===== src/rtl/cu_pkg.sv =====
// Shared control-unit definitions: sequencer states, CON bit indices and opcodes.
// Datapath blocks import this package to decode the CON word.
package cu_pkg;

    localparam int unsigned CON_W = 32;
    localparam int unsigned OP_W  = 8;

    typedef enum logic [3:0] {
        ST_IDLE = 4'd0,
        ST_F1   = 4'd1,
        ST_F2   = 4'd2,
        ST_F3   = 4'd3,
        ST_DEC  = 4'd4,
        ST_E1   = 4'd5,
        ST_E2   = 4'd6,
        ST_E3   = 4'd7,
        ST_HLT  = 4'd8
    } cu_state_e;

    // CON bit positions, one per micro-operation
    localparam int unsigned CON_MAR_PC  = 0;   // MAR <= PC
    localparam int unsigned CON_MBR_MEM = 1;   // MBR <= MEM[MAR]
    localparam int unsigned CON_PC_MBR  = 2;   // PC  <= MBR[7:0]
    localparam int unsigned CON_IR_MBR  = 3;   // IR  <= MBR
    localparam int unsigned CON_MAR_MBR = 4;   // MAR <= MBR[7:0]
    localparam int unsigned CON_MEM_MBR = 5;   // MEM[MAR] <= MBR
    localparam int unsigned CON_MBR_ACC = 6;   // MBR <= ACC
    localparam int unsigned CON_ACC_ADD = 8;   // ACC <= ACC + MBR
    localparam int unsigned CON_ACC_SUB = 9;   // ACC <= ACC - MBR
    localparam int unsigned CON_ACC_LD  = 10;  // ACC <= MBR
    localparam int unsigned CON_PC_INC  = 14;  // PC  <= PC + 1

    typedef logic [OP_W-1:0] cu_op_t;

    localparam cu_op_t OP_LOAD   = 8'h01;
    localparam cu_op_t OP_STORE  = 8'h02;
    localparam cu_op_t OP_ADD    = 8'h03;
    localparam cu_op_t OP_SUB    = 8'h04;
    localparam cu_op_t OP_JMPGEZ = 8'h05;
    localparam cu_op_t OP_JMP    = 8'h06;
    localparam cu_op_t OP_HALT   = 8'h07;

    function automatic logic [CON_W-1:0] con_bit(input int unsigned idx);
        return CON_W'(1) << idx;
    endfunction

    // Opcodes that need the three-step memory operand sequence
    function automatic logic op_is_mem(input cu_op_t op);
        return (op == OP_LOAD) || (op == OP_STORE) || (op == OP_ADD) || (op == OP_SUB);
    endfunction

    function automatic logic op_is_jump(input cu_op_t op);
        return (op == OP_JMP) || (op == OP_JMPGEZ);
    endfunction

endpackage


===== src/rtl/cu_sequencer_if.sv =====
// Sequencer <-> datapath bundle: instruction/status inputs and the control word outputs.
interface cu_sequencer_if;
    import cu_pkg::*;

    logic [OP_W-1:0]  ir_op;
    logic             acc_neg;
    logic [CON_W-1:0] con;
    logic             halt;
    logic             instr_done;

    modport master (output ir_op, acc_neg, input  con, halt, instr_done);
    modport slave  (input  ir_op, acc_neg, output con, halt, instr_done);

endinterface


===== src/rtl/cu_sequencer_fsm.sv =====
// Moore micro-sequencer: fetch, decode and execute steps with registered CON/HALT/INSTR_DONE.
module cu_sequencer_fsm
    import cu_pkg::*;
(
    input  logic           clk,
    input  logic           rst,
    input  logic           start_i,
    cu_sequencer_if.slave  bus
);

    cu_state_e        state_q, state_d;
    cu_op_t           op_q, op_d;
    logic [CON_W-1:0] con_q, con_d;
    logic             halt_q, halt_d;
    logic             done_q, done_d;
    logic             take_c;

    always_comb begin
        state_d = state_q;
        op_d    = op_q;
        con_d   = '0;
        halt_d  = 1'b0;
        done_d  = 1'b0;
        take_c  = 1'b0;

        case (state_q)
            ST_IDLE: if (start_i) state_d = ST_F1;
            ST_F1:   state_d = ST_F2;
            ST_F2:   state_d = ST_F3;
            ST_F3:   state_d = ST_DEC;
            ST_DEC: begin
                op_d = bus.ir_op;
                if (bus.ir_op == OP_HALT)
                    state_d = ST_HLT;
                else if (op_is_mem(bus.ir_op) || op_is_jump(bus.ir_op))
                    state_d = ST_E1;
                else
                    state_d = ST_IDLE;
            end
            ST_E1:   state_d = op_is_mem(op_q) ? ST_E2 : ST_IDLE;
            ST_E2:   state_d = ST_E3;
            ST_E3:   state_d = ST_IDLE;
            ST_HLT:  state_d = ST_HLT;
            default: state_d = ST_IDLE;
        endcase

        // ACC_NEG is sampled only on the DEC -> E1 transition
        if (state_q == ST_DEC)
            take_c = (bus.ir_op == OP_JMP) || ((bus.ir_op == OP_JMPGEZ) && !bus.acc_neg);

        // Outputs are registered for the state being entered, so they track state_q exactly
        case (state_d)
            ST_F1:  con_d = con_bit(CON_MAR_PC);
            ST_F2:  con_d = con_bit(CON_MBR_MEM) | con_bit(CON_PC_INC);
            ST_F3:  con_d = con_bit(CON_IR_MBR);
            ST_DEC: done_d = !(op_is_mem(bus.ir_op) || op_is_jump(bus.ir_op) || (bus.ir_op == OP_HALT));
            ST_E1: begin
                if (op_is_mem(op_d)) begin
                    con_d = con_bit(CON_MAR_MBR);
                end else begin
                    done_d = 1'b1;
                    if (take_c) con_d = con_bit(CON_PC_MBR);
                end
            end
            ST_E2:  con_d = (op_d == OP_STORE) ? con_bit(CON_MBR_ACC) : con_bit(CON_MBR_MEM);
            ST_E3: begin
                done_d = 1'b1;
                if (op_d == OP_LOAD)       con_d = con_bit(CON_ACC_LD);
                else if (op_d == OP_ADD)   con_d = con_bit(CON_ACC_ADD);
                else if (op_d == OP_SUB)   con_d = con_bit(CON_ACC_SUB);
                else if (op_d == OP_STORE) con_d = con_bit(CON_MEM_MBR);
            end
            ST_HLT: halt_d = 1'b1;
            default: ;
        endcase
    end

    always_ff @(posedge clk) begin
        if (rst) begin
            state_q <= ST_IDLE;
            op_q    <= '0;
            con_q   <= '0;
            halt_q  <= 1'b0;
            done_q  <= 1'b0;
        end else begin
            state_q <= state_d;
            op_q    <= op_d;
            con_q   <= con_d;
            halt_q  <= halt_d;
            done_q  <= done_d;
        end
    end

    assign bus.con        = con_q;
    assign bus.halt       = halt_q;
    assign bus.instr_done = done_q;

endmodule


===== src/rtl/cu_step_edge.sv =====
// Registered rising-edge detector for the single-step input (CU_SINGLE_STEP_EN builds only).
// Reset assumes STEP was already high so a held-high STEP does not launch an instruction.
`ifdef CU_SINGLE_STEP_EN
module cu_step_edge (
    input  logic clk,
    input  logic rst,
    input  logic step_i,
    output logic rise_o
);

    logic prev_q, prev_d;
    logic rise_q, rise_d;

    always_comb begin
        prev_d = step_i;
        rise_d = step_i & ~prev_q;
    end

    always_ff @(posedge clk) begin
        if (rst) begin
            prev_q <= 1'b1;
            rise_q <= 1'b0;
        end else begin
            prev_q <= prev_d;
            rise_q <= rise_d;
        end
    end

    assign rise_o = rise_q;

endmodule
`endif


===== src/rtl/cu_sequencer.sv =====
// Control-unit sequencer top. Define CU_SINGLE_STEP_EN to add the STEP port, which
// launches one instruction per registered rising edge instead of free-running.
module cu_sequencer
    import cu_pkg::*;
(
    input  logic             CLK,
    input  logic             RST,
`ifdef CU_SINGLE_STEP_EN
    input  logic             STEP,
`endif
    input  logic [OP_W-1:0]  IR_OP,
    input  logic             ACC_NEG,
    output logic [CON_W-1:0] CON,
    output logic             HALT,
    output logic             INSTR_DONE
);

    cu_sequencer_if bus ();
    logic start;

    assign bus.ir_op   = IR_OP;
    assign bus.acc_neg = ACC_NEG;
    assign CON         = bus.con;
    assign HALT        = bus.halt;
    assign INSTR_DONE  = bus.instr_done;

`ifdef CU_SINGLE_STEP_EN
    cu_step_edge u_step_edge (
        .clk    (CLK),
        .rst    (RST),
        .step_i (STEP),
        .rise_o (start)
    );
`else
    assign start = 1'b1;
`endif

    cu_sequencer_fsm u_fsm (
        .clk     (CLK),
        .rst     (RST),
        .start_i (start),
        .bus     (bus.slave)
    );

endmodule


===== config.mk =====
export PLATFORM = sky130hd
export DESIGN_NAME = cu_sequencer
export DESIGN_NICKNAME = d
export VERILOG_FILES = /design/src/rtl/cu_pkg.sv /design/src/rtl/cu_sequencer_if.sv /design/src/rtl/cu_sequencer_fsm.sv /design/src/rtl/cu_step_edge.sv /design/src/rtl/cu_sequencer.sv
export SDC_FILE = /design/constraint.sdc
export NUM_CORES = 1
export LEC_CHECK = 0
export ABC_AREA = 1
export CAP_MARGIN = 20
export CORE_ASPECT_RATIO = 2
export CORE_UTILIZATION = 46
export DETAILED_ROUTE_END_ITERATION = 6
export GPL_ROUTABILITY_DRIVEN = 0
export GPL_TIMING_DRIVEN = 1
export HOLD_SLACK_MARGIN = 0.1
export PLACE_DENSITY = 0.8
export SETUP_SLACK_MARGIN = 0.2
export SLEW_MARGIN = 40
export SYNTH_ARGS = -nofsm -noshare
export SYNTH_HDL_FRONTEND = slang
export SYNTH_SLANG_ARGS = --single-unit

===== constraint.sdc =====
create_clock -name CLK -period 1.9 [get_ports CLK]
set_input_delay 0.285 -clock CLK [delete_from_list [all_inputs] [get_ports CLK]]
set_output_delay 0.285 -clock CLK [all_outputs]
set_load 0.02 [all_outputs]

### Word level (Yosys, flattened, before mapping)

Index checks and enable logic that the tools add are counted.
W data, S select, Z words.

* bits in registers: 46
* input bits: 11
* output and inout port bits: 34
* word-level logic and storage cells: 69

* equality and inequality tests: 30
* muxes and demuxes: 17
* reductions and logical operators: 17

Operators with widths (count)
* $pmux W32 S6: 1
* $mux W32: 4
* $eq A8 B2 Y1 const B: 6
* $eq A8 B3 Y1 const B: 6
* $pmux W4 S8: 1
* $eq A4 B3 Y1 const B: 7
* $eq A8 B1 Y1 const B: 3
* $eq A4 B2 Y1 const B: 4
* $logic_or A1 B1 Y1: 13
* $mux W3: 3
* $eq A4 B1 Y1 const B: 2
* $eq A4 B4 Y1 const B: 2
* $mux W8: 1
* $mux W7: 1
* $mux W6: 1
* $logic_not A4 Y1: 1
* $mux W4: 1
* $mux W1: 3
* $pmux W1 S3: 1
* $logic_not A1 Y1: 2
* $logic_and A1 B1 Y1: 1

### Logic depth before layout (Yosys ltp)

* depth in word-level cells: 10
* gate-level depth with buffers: 12
* mapped depth without buffers: 11

### By module

From an unflattened synthesis, not the netlist that was laid out.

* cell total of the unflattened synthesis: 190
* area, all modules: 1427.6 um^2

By module, submodules not included
* cu_sequencer_fsm: instances 1, cells each 189, area an instance 1423.9 um^2, sequential area each 500.5 um^2
* cu_sequencer: instances 1, cells each 1, area an instance 3.8 um^2, sequential area each 0.0 um^2

### Worst setup path after synthesis

No wires, ideal clock.

* path type: register to register
* start: register u_fsm.state_q[0]
* end: register u_fsm.con_q[1] (netlist: u_fsm.bus.con[1])
* setup time: 0.115 ns
* arrival: 1.341 ns
* required time: 1.785 ns
* path slack: 0.444 ns
* stages on the path, launching flop included: 10
* buffers on the path: 1
* clock period less this slack: 1.456 ns
* path through: dfxtp_1 > nor2_4 > nand2_4 > buf_12 > nand2_1 > o21ai_2 > nor2_2 > nand4_2 > nor2_1 > nor2_1

* word-level cells in the longest chain between the ends: 8
* elaborated cells between the ends (all ways): 29
* classes of those cells: eq/ne: 17; mux: 8; reduce/logical: 4

RTL lines
* from (decl): line cu_sequencer_fsm.sv:11 `cu_state_e state_q, state_d;`
* from (signal assigned): line cu_sequencer_fsm.sv:86 `state_q <= state_d;`
* $eq A4 B3 Y1: line cu_sequencer_fsm.sv:26 `case (state_q)`
* $mux W8: line cu_sequencer_fsm.sv:26
* $eq A8 B1 Y1 / $eq A8 B2 Y1 (equally long branches): line cu_pkg.sv:49, cu_sequencer_fsm.sv:68, cu_sequencer_fsm.sv:65
* $logic_or A1 B1 Y1 (3 in series): line cu_pkg.sv:49 `return (op == OP_LOAD) || (op == OP_STORE) || (op == OP_ADD) || (op == OP_SUB);`
* $mux W32: line cu_sequencer_fsm.sv:58 `if (op_is_mem(op_d)) begin`
* $pmux W32 S6 (*): line cu_sequencer_fsm.sv:52 `case (state_d)`
* to (signal assigned): line cu_sequencer_fsm.sv:88 `con_q <= con_d;`
* to (decl): line cu_sequencer_fsm.sv:13 `logic [CON_W-1:0] con_q, con_d;`

Every way passes the cells marked *; elsewhere a longest branch is shown, timed or not.
A chain may end at the register's enable or synchronous reset.

### Worst setup path in the final report

* start: register u_fsm.state_q[2]
* end: register u_fsm.con_q[1] (netlist: u_fsm.bus.con[1])

Same word-level chain as after synthesis.

==> results.json <==
{
  "status": "complete, no violations",
  "cp_slowest_stage_delay_ns": 0.33,
  "nets": 233,
  "clk_pin_slew_ns": 0.09,
  "synth_top_cell_by_area": "dfxtp_1",
  "min_period_ns": 1.55,
  "grt_max_degree": 15,
  "h-tree-depth": 1,
  "grt.overflow.total": 0,
  "dieHeight_um": 80.0,
  "ys.flop_type": "dfxtp_1",
  "power_leakage_nw": 0.745,
  "ios": 45,
  "worstPathArrival_ns": 1.72,
  "area_delta_synth_final_pct": 19.1,
  "synthCells": 193,
  "fp-row-count": 28,
  "post_dp_cell_area_sq_mm": 0.00157,
  "critical_path.endpoint_type": "flip-flop",
  "fmax_mhz": 647,
  "cp.depth": 9,
  "cts_root_buf": "clkbuf_8",
  "hold_path_depth": 1,
  "crit_family": "simple AND/OR/NAND/NOR gates",
  "cts.path.max_buffers": 2,
  "finalHoldViolCount": 0,
  "instances_no_fill": 251,
  "first_global_vias": 1078,
  "report.final.slew_viol_count": 0,
  "vias": 1186,
  "detail_route.iter0.violations": 25,
  "worst_skew_pair.late_latency_ns": 0.27,
  "hp-class": "flip-flop to flip-flop",
  "maxCapViolations": 0,
  "die-area_sq_mm": 0.00328,
  "post_drt_wl_per_cell_um": 10.8,
  "cts_buffers": 3,
  "die-width_um": 41.0,
  "dp_hpwl_um": 2100,
  "crit_path_start_kind": "flip-flop",
  "postRouteAntennaNets": 0,
  "finalClockSkew_ns": 0.00568,
  "grt_setup_unrepaired": "true",
  "pre_cts_ws_ns": 0.0429,
  "peakVddDrop_mv": 0.468,
  "postSynthAreaPerCell_sq_um": 7.25,
  "ys_top_cells_by_area": "dfxtp_1 (36%), buf_4 (11%), nand2_1 (8.9%), inv_1 (8.1%), nor2_1 (7.0%)",
  "port_buffers": 23,
  "synth_top_area_share_pct": 35.8,
  "drt_first_pass_iters": 4,
  "crit_path_cell_trace": "inv_1 > nor2_4 > nand2_8 > nand2_1 > o21ai_2 > nor2_2 > nand4_2 > nor2_1 > nor2_1",
  "p_per_area_mw_per_mm2": 659,
  "r2r_cells": 9,
  "cts_sinks": 25,
  "fp.coreArea_sq_mm": 0.00291,
  "crit_type": "flip-flop to flip-flop",
  "dp.cells": 244,
  "cp_common_cell": "nor2_1",
  "grtUsageTotal_pct": 19.1,
  "final_area_sq_mm": 0.00167,
  "start_util_pct": 48.1,
  "fin_tns_setup_ns": 0,
  "antenna_found_initial": 0,
  "fin_ws_ns": 0.354,
  "required_ns": 2.08,
  "finalSetupViolations": 0,
  "yosysUniqueCellTypes": 29,
  "finalCritPeriodShare_pct": 81.4,
  "worst_path_max_delay_cell": "dfxtp_1",
  "synth_warnings": 0,
  "critPathBufInv": 1,
  "netlist_area_sq_mm": 0.00140,
  "yosysSeqAreaShare_pct": 35.8,
  "via_per_inst": 4.73,
  "routed_wl_um": 2720,
  "grt_pass1_wl_um": 4380,
  "synth-seq-cells": 25,
  "cp_max_fo": 14,
  "holdWs_ns": 0.521,
  "cts_tree": "built",
  "remaining_drc_errors": 0,
  "synth_edf_count": 0,
  "async_reset_ff_share_pct": 0,
  "drive_above_1_share_pct": 17.2,
  "insertedDiodeCount": 0
}
worst paths after layout:
path	startpoint	to	slack, ns
hold reg to reg	u_fsm.state_q[0]	u_fsm.bus.con[3]	0.52
hold / removal	u_fsm.state_q[0]	u_fsm.bus.con[3]	0.52
setup reg to reg	u_fsm.state_q[2]	u_fsm.bus.con[1]	0.35
setup / recovery	u_fsm.state_q[2]	u_fsm.bus.con[1]	0.35
per-layer routing:
layer | vias to the layer above | GRT usage, % | share of wire, %
met5 | - | 0 | 0
met4 | 0 | 9.00 | 2.2
met3 | 5 | 1.95 | 5.0
met2 | 42 | 34.7 | 54
met1 | 526 | 19.3 | 39
li1 | 613 | - | -
flip-flops by register name, summed over array words and instances, names as in the netlist:
| name | flops |
|---|---|
| u_fsm.op_q | 8 |
| u_fsm.bus.instr_done | 1 |
| u_fsm.state_q | 4 |
| u_fsm.bus.con | 11 |
| u_fsm.bus.halt | 1 |
kinds of logic after synthesis:
kind of cell	count (synthesis)	synth area share (%)
AOI/OAI and AO/OA	15	7.51
buffers and inverters	54	21.3
other	1	0.268
DFF	25	35.8
and+or+nand+nor	98	35.2
where the power goes:
group          switching [W]  internal, W  total, W
sequential        0.00000992     0.000539  0.000549
combinational       0.000153    0.0000772  0.000230
clock               0.000172     0.000147  0.000319
cells in the final DEF, fill, tap and decap left out, types with 3 or more instances in the layout:
| cell type | n |
|---|---|
| nand2_1 | 30 |
| inv_1 | 29 |
| dfxtp_1 | 24 |
| nor2_1 | 23 |
| clkdlybuf4s50_1 | 23 |
| conb_1 | 21 |
| nand3_1 | 13 |
| nor3_1 | 7 |
| nand2_2 | 6 |
| nor2_2 | 5 |
| a21oi_1 | 5 |
| o21ai_2 | 4 |
| buf_4 | 4 |
| nor3_2 | 3 |
| clkbuf_8 | 3 |
synth_stat cells (2+ instances only):
library cell	number
nand2_1	33
inv_1	30
nor2_1	26
dfxtp_1	25
buf_4	21
nand3_1	13
nor3_1	7
a21oi_1	5
o21ai_2	4
nand2_2	3
nor2_2	3
nor3_2	3
nand2_4	2
nand4_1	2
o21ai_0	2
metrics by stage:
stage / total power [W] / utilization, %
3_3_place_gp: 0.000776 / 53.9
6_report: 0.00110 / 57.3
2_1_floorplan: 0.000751 / -
5_1_grt: 0.00115 / 57.3
4_1_cts: 0.00109 / 55.5
3_5_place_dp: 0.000778 / 53.9
repair_timing:
action / in CTS / in global routing
endpoints found under the setup margin: 0 / 7
resized for setup: 0 / 10
hold buffers: 0 / 0
buffers inserted: 0 / 3
layout make-up:
type                       instances  area, sq um
inverter                          31          116
tap                               30         37.5
clock inverter                     1         5.00
fill                             281         1240
clock buffer                       3         41.3
multi-input combinational        134          704
timing repair buffer              27          260
sequential                        25          502
Power figures use the tool's default switching activity.
